--- src/rtl/seq_pkg.sv ---
// rtl/seq_pkg.sv - shared state enumeration and default widths for the pattern transmitter
package seq_pkg;

  localparam int PAT_W_DEF = 8;
  localparam int CNT_W_DEF = 4;

  typedef enum logic [1:0] {
    IDLE = 2'd0,
    SEND = 2'd1,
    GAP  = 2'd2
  } seq_state_e;

endpackage

--- src/rtl/seq_pattern_tx_if.sv ---
// rtl/seq_pattern_tx_if.sv - request/stream bundle for seq_pattern_tx
// SEQ_PATTERN_TX_MARK_EN adds the per-repetition mark output.
interface seq_pattern_tx_if
  import seq_pkg::*;
#(
  parameter int PAT_W = PAT_W_DEF,
  parameter int CNT_W = CNT_W_DEF
) ();

  logic                       start;
  logic                       stop;
  logic [PAT_W-1:0]           pattern;
  logic [$clog2(PAT_W+1)-1:0] len;
  logic [CNT_W-1:0]           reps;
  logic [CNT_W-1:0]           gap;
  logic                       ready;
  logic                       dout;
  logic                       valid;
  logic                       done;
`ifdef SEQ_PATTERN_TX_MARK_EN
  logic                       mark;
`endif

  modport master (
    output start, stop, pattern, len, reps, gap,
    input  ready, dout, valid, done
`ifdef SEQ_PATTERN_TX_MARK_EN
    , input mark
`endif
  );

  modport slave (
    input  start, stop, pattern, len, reps, gap,
    output ready, dout, valid, done
`ifdef SEQ_PATTERN_TX_MARK_EN
    , output mark
`endif
  );

endinterface

--- src/rtl/seq_shift_core.sv ---
// rtl/seq_shift_core.sv - MSB-first pattern shifter with remaining-bit counter
module seq_shift_core #(
  parameter int PAT_W = 8,
  parameter int LW    = 4
) (
  input  logic             clk,
  input  logic             reset,
  input  logic             load,
  input  logic             shift,
  input  logic [PAT_W-1:0] load_pat,
  input  logic [LW-1:0]    load_len,
  output logic             bit_out,
  output logic             last
);

  localparam logic [LW-1:0] PAT_W_L = LW'(PAT_W);

  logic [PAT_W-1:0] sreg;
  logic [LW-1:0]    cnt;

  // Left-align the active bits so the bit on air is always sreg[PAT_W-1].
  always_ff @(posedge clk or negedge reset) begin
    if (!reset) begin
      sreg <= '0;
      cnt  <= '0;
    end else if (load) begin
      sreg <= load_pat << (PAT_W_L - load_len);
      cnt  <= load_len;
    end else if (shift) begin
      sreg <= {sreg[PAT_W-2:0], 1'b0};
      cnt  <= cnt - 1'b1;
    end
  end

  assign bit_out = sreg[PAT_W-1];
  assign last    = (cnt == LW'(1));

endmodule

--- src/rtl/seq_pattern_tx.sv ---
// rtl/seq_pattern_tx.sv - repeating serial pattern transmitter with gap insertion
// SEQ_PATTERN_TX_MARK_EN adds a mark pulse on the last bit of every repetition.
module seq_pattern_tx
  import seq_pkg::*;
#(
  parameter int PAT_W = PAT_W_DEF,
  parameter int CNT_W = CNT_W_DEF
) (
  input  logic             clk,
  input  logic             reset,
  seq_pattern_tx_if.slave  bus
);

  localparam int            LW      = $clog2(PAT_W + 1);
  localparam logic [LW-1:0] PAT_W_L = LW'(PAT_W);

  seq_state_e       state, state_nx;
  logic [PAT_W-1:0] pat_q, pat_ld;
  logic [LW-1:0]    len_q, len_in, len_ld;
  logic [CNT_W-1:0] gap_q, gap_left, rep_left;
  logic             cont_q;
  logic             accept, load, shift, rep_end, to_gap;
  logic             bit_out, last, final_rep;

  assign len_in    = (bus.len == '0 || bus.len > PAT_W_L) ? PAT_W_L : bus.len;
  assign final_rep = !cont_q && (rep_left == CNT_W'(1));
  assign pat_ld    = accept ? bus.pattern : pat_q;
  assign len_ld    = accept ? len_in : len_q;

  always_ff @(posedge clk or negedge reset) begin
    if (!reset) state <= IDLE;
    else        state <= state_nx;
  end

  always_comb begin
    state_nx = state;
    accept   = 1'b0;
    load     = 1'b0;
    shift    = 1'b0;
    rep_end  = 1'b0;
    to_gap   = 1'b0;
    case (state)
      IDLE: begin
        if (bus.start && !bus.stop) begin
          accept   = 1'b1;
          load     = 1'b1;
          state_nx = SEND;
        end
      end
      SEND: begin
        if (bus.stop) begin
          state_nx = IDLE;
        end else if (last) begin
          rep_end = 1'b1;
          if (final_rep) begin
            state_nx = IDLE;
          end else begin
            // Reload now so the next repetition is ready whether or not a gap follows.
            load = 1'b1;
            if (gap_q != '0) begin
              to_gap   = 1'b1;
              state_nx = GAP;
            end
          end
        end else begin
          shift = 1'b1;
        end
      end
      GAP: begin
        if (bus.stop)                      state_nx = IDLE;
        else if (gap_left == CNT_W'(1))    state_nx = SEND;
      end
      default: state_nx = IDLE;
    endcase
  end

  always_ff @(posedge clk or negedge reset) begin
    if (!reset) begin
      pat_q    <= '0;
      len_q    <= '0;
      gap_q    <= '0;
      rep_left <= '0;
      cont_q   <= 1'b0;
      gap_left <= '0;
    end else begin
      if (accept) begin
        pat_q    <= bus.pattern;
        len_q    <= len_in;
        gap_q    <= bus.gap;
        rep_left <= bus.reps;
        cont_q   <= (bus.reps == '0);
      end
      if (rep_end && !cont_q) rep_left <= rep_left - 1'b1;
      if (to_gap)             gap_left <= gap_q;
      else if (state == GAP)  gap_left <= gap_left - 1'b1;
    end
  end

  seq_shift_core #(.PAT_W(PAT_W), .LW(LW)) u_core (
    .clk      (clk),
    .reset    (reset),
    .load     (load),
    .shift    (shift),
    .load_pat (pat_ld),
    .load_len (len_ld),
    .bit_out  (bit_out),
    .last     (last)
  );

  assign bus.ready = (state == IDLE);
  assign bus.valid = (state == SEND);
  assign bus.dout  = bus.valid & bit_out;
  assign bus.done  = bus.valid & last & final_rep;
`ifdef SEQ_PATTERN_TX_MARK_EN
  assign bus.mark  = bus.valid & last;
`endif

endmodule

--- src/flat_wrapper.sv ---
// flat-port wrapper written by rule: the top's interface ports become plain ports
module seq_pattern_tx_flat import seq_pkg::*;
#(
  parameter int PAT_W = PAT_W_DEF,
  parameter int CNT_W = CNT_W_DEF
)
  (clk, reset, bus_start, bus_stop, bus_pattern, bus_len, bus_reps, bus_gap, bus_ready, bus_dout, bus_valid, bus_done);
  seq_pattern_tx_if #(.PAT_W(PAT_W), .CNT_W(CNT_W)) bus_i ();
  input  logic clk;
  input  logic reset;
  input wire logic [$bits(bus_i.start)-1:0] bus_start;
  input wire logic [$bits(bus_i.stop)-1:0] bus_stop;
  input wire logic [$bits(bus_i.pattern)-1:0] bus_pattern;
  input wire logic [$bits(bus_i.len)-1:0] bus_len;
  input wire logic [$bits(bus_i.reps)-1:0] bus_reps;
  input wire logic [$bits(bus_i.gap)-1:0] bus_gap;
  output wire logic [$bits(bus_i.ready)-1:0] bus_ready;
  output wire logic [$bits(bus_i.dout)-1:0] bus_dout;
  output wire logic [$bits(bus_i.valid)-1:0] bus_valid;
  output wire logic [$bits(bus_i.done)-1:0] bus_done;
  assign bus_i.start = bus_start;
  assign bus_i.stop = bus_stop;
  assign bus_i.pattern = bus_pattern;
  assign bus_i.len = bus_len;
  assign bus_i.reps = bus_reps;
  assign bus_i.gap = bus_gap;
  assign bus_ready = bus_i.ready;
  assign bus_dout = bus_i.dout;
  assign bus_valid = bus_i.valid;
  assign bus_done = bus_i.done;
  seq_pattern_tx #(.PAT_W(PAT_W), .CNT_W(CNT_W)) u_core (.clk(clk), .reset(reset), .bus(bus_i));
endmodule
--- config.mk ---
export PLATFORM = sky130hd
export DESIGN_NAME = seq_pattern_tx_flat
export DESIGN_NICKNAME = d
export VERILOG_FILES = /design/src/rtl/seq_pkg.sv /design/src/rtl/seq_pattern_tx_if.sv /design/src/rtl/seq_shift_core.sv /design/src/rtl/seq_pattern_tx.sv /design/src/flat_wrapper.sv
export SDC_FILE = /design/constraint.sdc
export NUM_CORES = 1
export LEC_CHECK = 0
export CAP_MARGIN = 20
export CORE_MARGIN = 10
export CORE_UTILIZATION = 50
export CTS_BUF_LIST = sky130_fd_sc_hd__clkbuf_8
export CTS_CLUSTER_DIAMETER = 100
export DETAILED_ROUTE_END_ITERATION = 10
export PLACE_DENSITY = 0.75
export SLEW_MARGIN = 10
export SYNTH_ARGS = -nofsm -noshare
export SYNTH_HDL_FRONTEND = slang
export SYNTH_SLANG_ARGS = --single-unit
--- constraint.sdc ---
create_clock -name clk -period 2.53 [get_ports clk]
set_input_delay 0.506 -clock clk [delete_from_list [all_inputs] [get_ports clk]]
set_output_delay 0.506 -clock clk [all_outputs]
set_load 0.005 [all_outputs]
==> results.md <==
- Result of the run: complete, no violations
- Most common cell after layout, fill and taps aside: nand2_1
- Full die area: 8125 um2
- Post-DRT Antenna Nets: 0
- Synth area leaders: dfrtp_1, nand2_1, mux2i_1
- Crit start category: flip-flop
- F_max: 413.9 MHz
- Initial DRC Count: 142
- Mean Syn Cell Area: 9.179 um2
- Fillers: 407
- Cell area after synthesis: 2460 um2
- Die Y: 90.14 um
- Vias in the first global route: 2148
- Xor and xnor fraction of the mapped netlist area: 0.02798
- Routed WL per cell: 15.03 um
- Core region area: 4755 um2
- Root Buffer: clkbuf_8
- Seq. cell area: 975.9 um2
- Skew final: 0.004828 ns
- Layout cell share with drive strength beyond 1: 0.2202
- Worst reg-to-reg setup slack: 0.11 ns
- Top-Level Pins: 28
- Max_cap viols: 0
- Worst slew margin: 0.4048
- Final worst-path cycle share: 0.9549
- Fin area: 3232 um2
- Crit path max fanout: 6
- Clock Sinks: 39
- Largest family of logic cells by synthesized area: simple AND/OR/NAND/NOR gates
- Commonest non-fill, non-tap cells in the layout: nand2_1, dfrtp_1, buf_4
- Yosys top cell by area: dfrtp_1
- Yosys warning count: 0
- Simple-Gate Fraction of Synth Area: 0.2477
- Hold Buf Count CTS: 0
- Reg clk slew, reported paths: 0.08 ns
- Static leakage: 0.001442 uW
- Placed Cells: 386
- Setup bufs post-CTS: 0
- Ant diodes: 0
- Post-Syn Instances: 268
- Pre-antenna DRT Iters: 4
- Via count: 2129
- Worst Tran Pin Value: 0.8928 ns
- Post-DP Area: 3098 um2
- Post-synth EDFFs: 0
- CTS tree: yes
- Required time worst endpoint: 2.72 ns
- Final hold violations: 0
- Total power: 2411 uW
- GRT Util Overall: 0.1494
- Critical path data arrival time: 2.61 ns
- DRC: 0
- Slew Viols, Final: 0
- Clk Latency, worst-skew pair: 0.30 ns
- Crit end category: flip-flop
- Seq cells post-synth: 39
- Maximum clock path buffer count: 2
- Fraction of the yosys area taken by sequential cells: 0.3967
- Post-synthesis mux area share: 0.08393
- Largest net degree at the start of global routing: 40
- Die W: 90.14 um
- Slowest stage cell, crit path: or4b_4
- First-pass GRT wire length: 10190 um
- Yosys top cell area share: 0.3967
- Number of distinct library cells after synthesis: 53
- Global route total overflow: 0
- Final hold slack: 0.3252 ns
- Non-filler cells, final: 394
- Adder-cell share of the synthesized area: 0.03561
- Main flop type after synthesis: dfrtp_1
- Post-synth ARST share: 1.000
- Final min period: 2.416 ns
- Synth Area in Compound Gates: 0.1607
- Placer Congestion: 0.8416
- PD cells: 745.9 nW/um2
- DP Worst Slack: -0.3724 ns
- Post-DP HPWL: 4551 um
- Final wirelength: 5921 um
- Rows: 25
- Layout area overhead: 31.38%
- NumNets Final: 357
- H-tree levels: 2
- Syn Nets: 299
- Max incr delay on CP: 0.61 ns
- Via-per-instance ratio: 5.404
- Final worst slack: 0.1141 ns
- Port buffer count: 27
- Footprint of the multi-input gates: 1453 um2
- Worst path cell trace: or4b_4 > nor3b_2 > a21oi_2 > ha_4 > xnor2_4 > buf_4 > mux4_2 > o21a_1
- Initial antenna violation count: 0
- Initial Utilization: 0.5174
- CP Class: flip-flop to flip-flop
- Final setup viols: 0
- VDD IR-drop max: 0.3966 mV
- Hold/Removal Path Class: primary input to asynchronous set/reset pin
- CTS buffer count: 5
flip-flops by register name, summed over array words and instances (netlist names):
name and count:
u_core.pat_q 8, u_core.u_core.sreg 8, u_core.gap_left 4, u_core.gap_q 4, u_core.len_q 4, u_core.rep_left 4, u_core.u_core.cnt 4, u_core.state 2
u_core.cont_q 1
worst paths after layout:
check	from	endpoint	depth (start not counted)
min reg2reg	u_core.pat_q[7]	u_core.pat_q[7]	2
max reg2reg	u_core.state[0]	u_core.u_core.sreg[7]	8
max	u_core.state[0]	u_core.u_core.sreg[7]	8
min	reset	u_core.gap_left[1]	1
max in group asynchronous	reset	u_core.u_core.sreg[5]	1
min in group clk	u_core.pat_q[7]	u_core.pat_q[7]	2
power breakdown:
| part | internal [uW] | leakage (uW) | switching, uW | total (uW) |
|---|---|---|---|---|
| Combinational | 526 | 0.000905 | 461 | 986 |
| Sequential | 801 | 0.000481 | 157 | 959 |
| Clock | 245 | 0.0000557 | 221 | 466 |
| Total | 1570 | 0.00144 | 839 | 2410 |
area by class of cell:
cell class,count,share of cell area
timing repair buffer,64,0.1750
inverter,13,0.01665
sequential,39,0.3020
clock buffer,7,0.02981
tap,67,0.02594
multi-input combinational,203,0.4495
clock inverter,1,0.001161
layer usage:
metal | track usage | vias to the layer above | share of wire
met5 | 0 | - | 0
met4 | 0.05968 | 0 | 0.017
met3 | 0.03491 | 10 | 0.032
met2 | 0.2506 | 39 | 0.50
met1 | 0.1801 | 1016 | 0.45
li1 | - | 1064 | -
cell usage after synthesis, drive strengths merged (3+ instances only):
cell type   n
a211oi      9
a21oi      17
and2        3
buf         5
clkbuf      8
dfrtp      39
ha          7
inv        12
mux2i      15
nand2      51
nand2b      3
nand3       5
nor2       11
nor2b      12
nor3        5
nor3b       4
nor4        5
o211ai      3
o21ai      13
xnor2       4
xor2        3
metrics by stage:
| stage | TNS (ns) | utilization |
|---|---|---|
| finish | 0 | 0.6797 |
| detailed placement | -3.070 | 0.6516 |
| global placement | -2.621 | 0.6516 |
| floorplan | -0.08922 | - |
| global route | -0.0004061 | 0.6797 |
| CTS | 0 | 0.6753 |
critical path, delay by kind of cell (launching register included):
family	cells	cell delay [ns]
XOR/XNOR	1	0.17
AO/OA/AOI/OAI	2	0.24
adder cells (fa/ha/maj)	1	0.18
AND/OR/NAND/NOR	2	0.83
multiplexers	1	0.28
flip-flops	1	0.43
buffers and inverters	1	0.16
repair_timing:
action	in CTS	in global routing
resized for setup	5	4
endpoints found under the setup margin	5	2
pin swaps	4	0
cloned	0	0
endpoints found under the hold margin	0	0
kinds of logic (layout without fill, tap and decap cells):
| group | Yosys count | count (layout) |
|---|---|---|
| compound gates | 59 | 59 |
| mux | 18 | 18 |
| buf+inv | 26 | 85 |
| xor+xnor | 7 | 7 |
| fa+ha+maj | 7 | 7 |
| simple gates | 112 | 112 |
| flops | 39 | 39 |
Note: power is estimated with default switching activity, not from simulation.
